<file path="config.mk">
export PLATFORM = sky130hd
export DESIGN_NAME = ddr_channel_arbiter
export DESIGN_NICKNAME = d
export VERILOG_FILES = /design/src/rtl/ddr_arb_pkg.sv /design/src/rtl/ddr_arb_picker.sv /design/src/rtl/ddr_channel_arbiter.sv
export SDC_FILE = /design/constraint.sdc
export NUM_CORES = 1
export LEC_CHECK = 0
export ABC_AREA = 1
export BUFFER_PORTS_ARGS = -buffer_cell sky130_fd_sc_hd__buf_2
export CORE_AREA = 8 8 577 579
export DETAILED_ROUTE_END_ITERATION = 16
export DIE_AREA = 0 0 585 587
export REMOVE_ABC_BUFFERS = 1
export SYNTH_ARGS = -nofsm -noshare
export SYNTH_HDL_FRONTEND = slang
export SYNTH_HIERARCHICAL = 1
export SYNTH_SLANG_ARGS = --single-unit
export TNS_END_PERCENT = 50
</file>
<file path="constraint.sdc">
create_clock -name clock -period 1.9 [get_ports clock]
set_input_delay 0.38 -clock clock [delete_from_list [all_inputs] [get_ports clock]]
set_output_delay 0.38 -clock clock [all_outputs]
set_load 0.1 [all_outputs]
</file>
<file path="src/rtl/ddr_arb_pkg.sv">
// rtl/ddr_arb_pkg.sv - shared types and widths for the DDR channel arbiter
package ddr_arb_pkg;

  localparam int DDR_INDEX_W = 19;
  localparam int DDR_LINE_W  = 512;
  localparam int DDR_WORD_W  = 64;

  typedef enum logic [1:0] {
    ST_IDLE,
    ST_ISSUE,
    ST_WAIT,
    ST_DONE
  } state_t;

  typedef enum logic [1:0] {
    OWN_PC,
    OWN_LOAD,
    OWN_STORE
  } owner_t;

endpackage

</file>
<file path="src/rtl/ddr_arb_picker.sv">
// rtl/ddr_arb_picker.sv - fixed-priority winner select with fetch anti-starvation counter
module ddr_arb_picker
  import ddr_arb_pkg::*;
#(
  parameter int STARVE_LIMIT = 4
) (
  input  logic   clock,
  input  logic   reset_n,
  input  logic   pc_valid,
  input  logic   load_valid,
  input  logic   store_valid,
  input  logic   grant,
  output logic   any_valid,
  output owner_t winner
);

  localparam int CW = $clog2(STARVE_LIMIT + 1);

  logic [CW-1:0] starve_count;
  logic          starved;

  assign starved = (starve_count == CW'(STARVE_LIMIT));

  always_comb begin
    any_valid = pc_valid | load_valid | store_valid;
    winner    = OWN_PC;
    if (pc_valid && starved) begin
      winner = OWN_PC;
    end else if (store_valid) begin
      winner = OWN_STORE;
    end else if (load_valid) begin
      winner = OWN_LOAD;
    end
  end

  // Counts only grants lost by a waiting fetch; saturates so priority stays promoted.
  always_ff @(posedge clock or negedge reset_n) begin
    if (!reset_n) begin
      starve_count <= '0;
    end else if (!pc_valid) begin
      starve_count <= '0;
    end else if (grant) begin
      if (winner == OWN_PC) begin
        starve_count <= '0;
      end else if (!starved) begin
        starve_count <= starve_count + CW'(1);
      end
    end
  end

endmodule

</file>
<file path="src/rtl/ddr_channel_arbiter.sv">
// rtl/ddr_channel_arbiter.sv - single-outstanding DDR arbiter for fetch, load and store
module ddr_channel_arbiter
  import ddr_arb_pkg::*;
#(
  parameter int STARVE_LIMIT = 4
) (
  input  logic                   clock,
  input  logic                   reset_n,
  input  logic                   pc_index_valid,
  input  logic [DDR_INDEX_W-1:0] pc_index,
  output logic                   pc_operation_done,
  output logic [DDR_LINE_W-1:0]  pc_read_inst,
  input  logic                   opload_index_valid,
  input  logic [DDR_INDEX_W-1:0] opload_index,
  output logic                   opload_operation_done,
  output logic [DDR_WORD_W-1:0]  opload_read_data,
  input  logic                   opstore_index_valid,
  input  logic [DDR_INDEX_W-1:0] opstore_index,
  input  logic [DDR_WORD_W-1:0]  opstore_write_mask,
  input  logic [DDR_WORD_W-1:0]  opstore_write_data,
  output logic                   opstore_operation_done,
  output logic                   ddr_chip_enable,
  output logic [DDR_INDEX_W-1:0] ddr_index,
  output logic                   ddr_write_enable,
  output logic                   ddr_burst_mode,
  output logic [DDR_WORD_W-1:0]  ddr_opstore_write_mask,
  output logic [DDR_WORD_W-1:0]  ddr_opstore_write_data,
  input  logic [DDR_WORD_W-1:0]  ddr_opload_read_data,
  input  logic [DDR_LINE_W-1:0]  ddr_pc_read_inst,
  input  logic                   ddr_operation_done,
  input  logic                   ddr_ready
);

  state_t                 state;
  owner_t                 owner;
  owner_t                 winner;
  logic                   any_valid;
  logic                   grant;
  logic [DDR_INDEX_W-1:0] sel_index;

  assign grant = (state == ST_IDLE) && ddr_ready && any_valid;

  ddr_arb_picker #(
    .STARVE_LIMIT(STARVE_LIMIT)
  ) u_picker (
    .clock      (clock),
    .reset_n    (reset_n),
    .pc_valid   (pc_index_valid),
    .load_valid (opload_index_valid),
    .store_valid(opstore_index_valid),
    .grant      (grant),
    .any_valid  (any_valid),
    .winner     (winner)
  );

  always_comb begin
    sel_index = pc_index;
    case (winner)
      OWN_LOAD:  sel_index = opload_index;
      OWN_STORE: sel_index = opstore_index;
      default:   sel_index = pc_index;
    endcase
  end

  always_ff @(posedge clock or negedge reset_n) begin
    if (!reset_n) begin
      state                  <= ST_IDLE;
      owner                  <= OWN_PC;
      ddr_chip_enable        <= 1'b0;
      ddr_index              <= '0;
      ddr_write_enable       <= 1'b0;
      ddr_burst_mode         <= 1'b0;
      ddr_opstore_write_mask <= '0;
      ddr_opstore_write_data <= '0;
      pc_operation_done      <= 1'b0;
      opload_operation_done  <= 1'b0;
      opstore_operation_done <= 1'b0;
      pc_read_inst           <= '0;
      opload_read_data       <= '0;
    end else begin
      ddr_chip_enable        <= 1'b0;
      pc_operation_done      <= 1'b0;
      opload_operation_done  <= 1'b0;
      opstore_operation_done <= 1'b0;
      case (state)
        ST_IDLE: begin
          if (grant) begin
            owner                  <= winner;
            ddr_chip_enable        <= 1'b1;
            ddr_index              <= sel_index;
            ddr_write_enable       <= (winner == OWN_STORE);
            ddr_burst_mode         <= (winner == OWN_PC);
            ddr_opstore_write_mask <= (winner == OWN_STORE) ? opstore_write_mask : '0;
            ddr_opstore_write_data <= (winner == OWN_STORE) ? opstore_write_data : '0;
            state                  <= ST_ISSUE;
          end
        end
        ST_ISSUE: state <= ST_WAIT;
        // The ddr_* bus stays frozen here; only the completion pulse moves us on.
        ST_WAIT: begin
          if (ddr_operation_done) begin
            case (owner)
              OWN_LOAD: begin
                opload_read_data      <= ddr_opload_read_data;
                opload_operation_done <= 1'b1;
              end
              OWN_STORE: opstore_operation_done <= 1'b1;
              default: begin
                pc_read_inst      <= ddr_pc_read_inst;
                pc_operation_done <= 1'b1;
              end
            endcase
            state <= ST_DONE;
          end
        end
        ST_DONE: state <= ST_IDLE;
        default: state <= ST_IDLE;
      endcase
    end
  end

endmodule

</file>
==> results of run 1 <==
-- worst min-delay path by stage --
stage,end,cells past startpoint,start
after floorplan,ddr_burst_mode,0,reset_n
after global placement,pc_read_inst[415],1,reset_n
after detailed placement,pc_read_inst[415],1,reset_n
after CTS,owner[1],4,ddr_ready
after global routing,owner[1],4,ddr_ready
final,owner[0],4,ddr_ready
-- cell usage after synthesis --
cell and instances:
inv_4 1, buf_2 86, nor2_1 44, o21ai_2 1, buf_6 12, nand3_2 1, nand2_1 2228, o21ai_0 3
buf_4 50, buf_1 7, nand3_1 28, xnor2_1 1, ha_1 10, dfrtp_1 736, clkbuf_1 13, or2_2 2
inv_1 17
-- metal layers --
layer  vias to the layer above  GRT usage (%)  part of all wire (%)  wire (microns)
met1                     15900           16.0                    35           99200
met4                       154           7.34                   6.3           17800
met2                      2001           23.0                    41          118000
met3                       679           11.9                    17           48300
li1                      14900              -                     -               -
met5                         -              0                  0.36            1020
-- area by class of cell --
type                            count  area, sq um
Multi-Input combinational cell   2318         9500
Antenna cell                      114          285
Timing Repair Buffer             2539        26600
Clock buffer                      137         2850
Clock inverter                     43          482
Tap cell                         4325         5410
Inverter                           18         88.8
Sequential cell                   736        18400
Fill cell                       35300       260000
-- per-stage QoR --
stage	setup TNS (ps)	hold slack, ps	worst slack [ps]	cell area (sq um)
after floorplan	-9613240	84.4	-17000	27300
after global placement	-15270	250	-133	42600
after detailed placement	-22680	248	-200	42600
after CTS	-35970	12.9	-150	60400
after global routing	-38450	72.0	-227	63600
final	-7850	155	-128	63700
-- logic make-up after synthesis --
kind of cell,share of synthesized area [%]
adders and majority gates,0.441
buffers and inverters,3.83
xor gates and xnor gates,0.0309
AOI/OAI and AO/OA,0.0838
and+or+nand+nor,30.7
DFF,65.0
-- registers in the layout, indices dropped and copies added, names as in the netlist --
register / count
ddr_burst_mode: 1
owner: 2
pc_read_inst: 512
opload_operation_done: 1
opload_read_data: 64
ddr_write_enable: 1
u_picker/starve_count: 3
ddr_opstore_write_mask: 64
ddr_chip_enable: 1
ddr_index: 19
state: 2
opstore_operation_done: 1
ddr_opstore_write_data: 64
pc_operation_done: 1
-- critical path, stage by stage, from the launching register on --
cell and delay [ps]:
dfrtp_1 380, inv_2 90, ha_4 150, nand3_4 90
nand3_2 100, inv_2 60, inv_4 60, ha_4 170
inv_4 50, nor2_4 150, buf_4 190, clkbuf_16 170
buf_16 140, nand2_1 80, nand2_1 70
-- repair_timing --
action | in CTS | in global routing
resized for setup | 1677 | 627
gates cloned | 9 | 17
setup buffers | 61 | 57
hold buffers | 767 | 0
hold endpoints to repair | 1369 | 0
setup endpoints to repair | 917 | 784
pin swaps | 3 | 55
==> results.sh, run 1 <==
export IMPL_critPathLaunchType="flop"
export IMPL_vias=33600
export IMPL_hold_viol=0
export IMPL_slew_violations=0
export IMPL_reg2reg_depth=14
export IMPL_htreeDepth=3
export IMPL_nets=6493
export IMPL_cp_endpoint="ddr_opstore_write_data[41]"
export IMPL_cp_end_kind="flop"
export IMPL_avgViaCountPerCell=3.29
export IMPL_cts_sinks=736
export IMPL_placed_cells=9027
export IMPL_critical_path_class="flop to flop"
export IMPL_yosysTopAreaCell="dfrtp_1"
export IMPL_clkTransAtPathRegs_ps=60
export IMPL_ys_types=17
export IMPL_root_buffer="clkbuf_16"
export IMPL_crit_start="u_picker/starve_count[0]"
export IMPL_num_rows=209
export IMPL_clockBufferDepth=4
export IMPL_grt_pass1_wl_microns=353000
export IMPL_grt_pass1_vias=34500
export IMPL_yosys_top_cells_area="dfrtp_1 65%, nand2_1 29%, buf_2 1.5%, buf_4 1.3%, nor2_1 0.58%"
export IMPL_syn_cell_area_sq_mm=0.0284
export IMPL_ant_nets=0
export IMPL_drtPass1Iterations=5
export IMPL_regToRegEndpoint="ddr_opstore_write_data[41]"
export IMPL_die_area_sq_mm=0.343
export IMPL_grt_usage_pct=15.5
export IMPL_yosysWarnings=6
export IMPL_setup_violations=146
export IMPL_wirelength_microns=284000
export IMPL_routedWlPerCell_microns=27.8
export IMPL_initialDrtViolationCount=2228
export IMPL_r2r_slack_ps=-130
export IMPL_cp_required_ps=2650
export IMPL_synth_seq_area_share_pct=65.0
export IMPL_die_h_microns=587
export IMPL_ys_ff_latch=736
export IMPL_layout_common_cells="2,122 x nand2_1, 767 x dlygate4sd3_1, 766 x buf_2"
export IMPL_violations="setup timing"
export IMPL_synth_top_area_share_pct=65.0
export IMPL_fin_crit_sh_pct=107
export IMPL_areaGrowthSynthToFinish_pct=125
export IMPL_maxCapViolCount=0
export IMPL_critPathMaxFanout=5
export IMPL_numCtsBuffers=102
export IMPL_die_x_microns=585
export IMPL_worstHoldPathType="primary input to flop"
export IMPL_grt_overflow_total=0
export IMPL_drive_above_1_share_pct=36.2
export IMPL_clk_latency_ps=840
export IMPL_min_period_ps=2030
export IMPL_cts_tree="yes"
export IMPL_place_hpwl_microns=237000
export IMPL_io_buffers=1496
export IMPL_layout_cells_non_filler=10200
export IMPL_start_util_pct=8.77
export IMPL_cp_arrival_ps=2780
export IMPL_synth_area_per_cell_sq_um=8.75
export IMPL_pin_count=1497
export IMPL_clock_skew_ps=53.7
export IMPL_status="finished, violations left"
export IMPL_worst_slack_ps=-128
export IMPL_fin_util_pct=19.7
export IMPL_place_gp_congestion=0.969
export IMPL_layout_commonest_cell="nand2_1"
export IMPL_postSynthCellCount=3240
export IMPL_grt_max_degree=80
export IMPL_maxSlewHeadroom_pct=56.0
export IMPL_drc_errors=0
export IMPL_max_freq_mhz=493
export IMPL_rsz0062_at_grt="true"
export IMPL_coreArea_sq_mm=0.323
export IMPL_worst_pin_slew_ps=658
export IMPL_antenna_found_initial=248
export IMPL_rr_startpoint="u_picker/starve_count[0]"
Power of run 1 is left out: the tool's default activity adds up to more than one toggle a clock period on the data nets, which glitch-free logic cannot reach.
==> inputs of run 2 (changes only) <==
--- a/config.mk
+++ b/config.mk
@@ -7,12 +7,14 @@
 export LEC_CHECK = 0
 export ABC_AREA = 1
 export BUFFER_PORTS_ARGS = -buffer_cell sky130_fd_sc_hd__buf_2
+export CAP_MARGIN = 20
 export CORE_AREA = 8 8 577 579
 export DETAILED_ROUTE_END_ITERATION = 16
 export DIE_AREA = 0 0 585 587
 export REMOVE_ABC_BUFFERS = 1
+export SETUP_SLACK_MARGIN = 0.1
 export SYNTH_ARGS = -nofsm -noshare
 export SYNTH_HDL_FRONTEND = slang
 export SYNTH_HIERARCHICAL = 1
 export SYNTH_SLANG_ARGS = --single-unit
-export TNS_END_PERCENT = 50
+export TNS_END_PERCENT = 20
==> run 2 against run 1 <==
Final cell count about the same. The flow still finishes with violations (setup timing). Clock-buffer cell count unchanged. Final area decreased by 3.1%. Utilization decreased by 0.62 points. Non-clock buffer count decreased by 1. Worst hold slack improved by 56 ps. Setup slack improved by 8.3 ps. Clock skew increased by 2.0 ps. Sequential share of layout area increased by 0.94 points. Die area unchanged. Highest routed layer unchanged.
==> results.sh, run 2 (same netlist as run 1, synthesis figures left out) <==
export IMPL_slew_violations=0
export IMPL_nets=6492
export IMPL_clkTransAtPathRegs_ps=80
export IMPL_hold_viol=0
export IMPL_num_rows=209
export IMPL_numCtsBuffers=102
export IMPL_final_fill_count=35500
export IMPL_status="finished, violations left"
export IMPL_cts_sinks=736
export IMPL_setup_violations=129
export IMPL_drive_above_1_share_pct=35.6
export IMPL_antenna_found_initial=248
export IMPL_top_register="pc_read_inst"
export IMPL_clockBufferDepth=4
export IMPL_maxCapViolCount=0
export IMPL_placed_cell_area_sq_mm=0.0426
export IMPL_place_gp_congestion=0.969
export IMPL_drtPass1Iterations=5
export IMPL_io_buffers=1496
export IMPL_hold_ws_ps=212
export IMPL_die_area_sq_mm=0.343
export IMPL_cp_required_ps=2630
export IMPL_vias=33500
export IMPL_worstHoldPathType="primary input to asynchronous set/reset pin"
export IMPL_worst_slack_ps=-120
export IMPL_root_buffer="clkbuf_16"
export IMPL_htreeDepth=3
export IMPL_critPathMaxFanout=18
export IMPL_largest_reg_flops=512
export IMPL_coreArea_sq_mm=0.323
export IMPL_setup_tns_ps=-6330
export IMPL_place_ws_ps=-200
export IMPL_die_h_microns=587
export IMPL_cts_tree="yes"
export IMPL_clock_skew_ps=55.7
export IMPL_drc_errors=0
export IMPL_place_hpwl_microns=237000
export IMPL_grt_overflow_total=0
export IMPL_die_x_microns=585
export IMPL_grt_usage_pct=15.4
export IMPL_layout_common_cells="2,165 x nand2_1, 769 x dlygate4sd3_1, 767 x buf_2"
export IMPL_grt_pass1_vias=34400
export IMPL_rsz0062_at_grt="true"
export IMPL_critPathLaunchType="flop"
export IMPL_initialDrtViolationCount=2107
export IMPL_layout_commonest_cell="nand2_1"
export IMPL_wirelength_microns=283000
export IMPL_areaGrowthSynthToFinish_pct=118
export IMPL_max_freq_mhz=495
export IMPL_fin_crit_sh_pct=106
export IMPL_routedWlPerCell_microns=27.6
export IMPL_design_area_sq_mm=0.0617
export IMPL_min_period_ps=2020
export IMPL_pin_count=1497
export IMPL_cp_end_kind="flop"
export IMPL_critical_path_class="flop to flop"
export IMPL_worst_pin_slew_ps=614
export IMPL_grt_max_degree=80
export IMPL_violations="setup timing"
export IMPL_clk_latency_ps=800
export IMPL_cp_arrival_ps=2750
export IMPL_avgViaCountPerCell=3.28
export IMPL_grt_pass1_wl_microns=351000
export IMPL_start_util_pct=8.77
export IMPL_ant_nets=0
export IMPL_maxSlewHeadroom_pct=58.9
run 2: cell types whose count changed in the layout (fill, tap and decap cells not counted), sizes merged:
cell | before | now
dlygate4sd3 | 767 | 769
diode | 114 | 109
buf | 1755 | 1750
clkbuf | 154 | 156
run 2: layout make-up:
type / count / area [sq um] / area share (%)
Sequential cell: 736 / 18400 / 29.9
Timing Repair Buffer: 2538 / 24700 / 40.1
Antenna cell: 109 / 273 / 0.442
Clock buffer: 137 / 2850 / 4.63
Tap cell: 4325 / 5410 / 8.77
Inverter: 18 / 93.8 / 0.152
Clock inverter: 43 / 482 / 0.781
Multi-Input combinational cell: 2318 / 9380 / 15.2
run 2: timing repair:
action / CTS / global route
cloned: 7 / 20
setup endpoints to repair: 1083 / 1293
buffers inserted: 73 / 41
pin swaps: 7 / 65
hold endpoints to repair: 1370 / 0
gates resized for setup: 1360 / 396
hold buffers: 769 / 0
run 2: critical path: stages, from the launching register on:
cell	delay (ps)
dfrtp_1	400
inv_2	90
ha_4	140
nand3_4	80
nand3_2	90
inv_2	60
inv_4	70
ha_4	180
inv_4	50
nor2_4	90
buf_12	140
buf_12	160
clkbuf_16	210
nand2_1	80
nand2_1	60
run 2: worst paths after layout:
path,start,to,slack (ps),cells past startpoint
setup / recovery,u_picker/starve_count[0],ddr_opstore_write_mask[24],-120,14
hold / removal,reset_n,pc_read_inst[369],210,3
setup reg to reg,u_picker/starve_count[0],ddr_opstore_write_mask[24],-120,14
hold reg to reg,opload_read_data[26],opload_read_data[26],480,2
max in group asynchronous,reset_n,pc_read_inst[200],620,3
min in group clock,ddr_pc_read_inst[207],pc_read_inst[207],290,4
run 2: metrics by stage:
step / instances / utilization (%)
finish: 10200 / 19.1
global route: 10200 / 19.1
CTS: 10100 / 18.3
detailed placement: 9027 / 13.2
global placement: 9027 / 13.2
floorplan: 3072 / -
run 2: per-layer routing:
layer | global-route usage, % | share of wire [%] | wire length, microns
met5 | 0 | 0.37 | 1030
met4 | 6.17 | 5.0 | 14000
met3 | 11.3 | 17 | 46900
met2 | 23.3 | 43 | 120000
met1 | 16.3 | 36 | 101000
Power of run 2 is left out for the same reason.
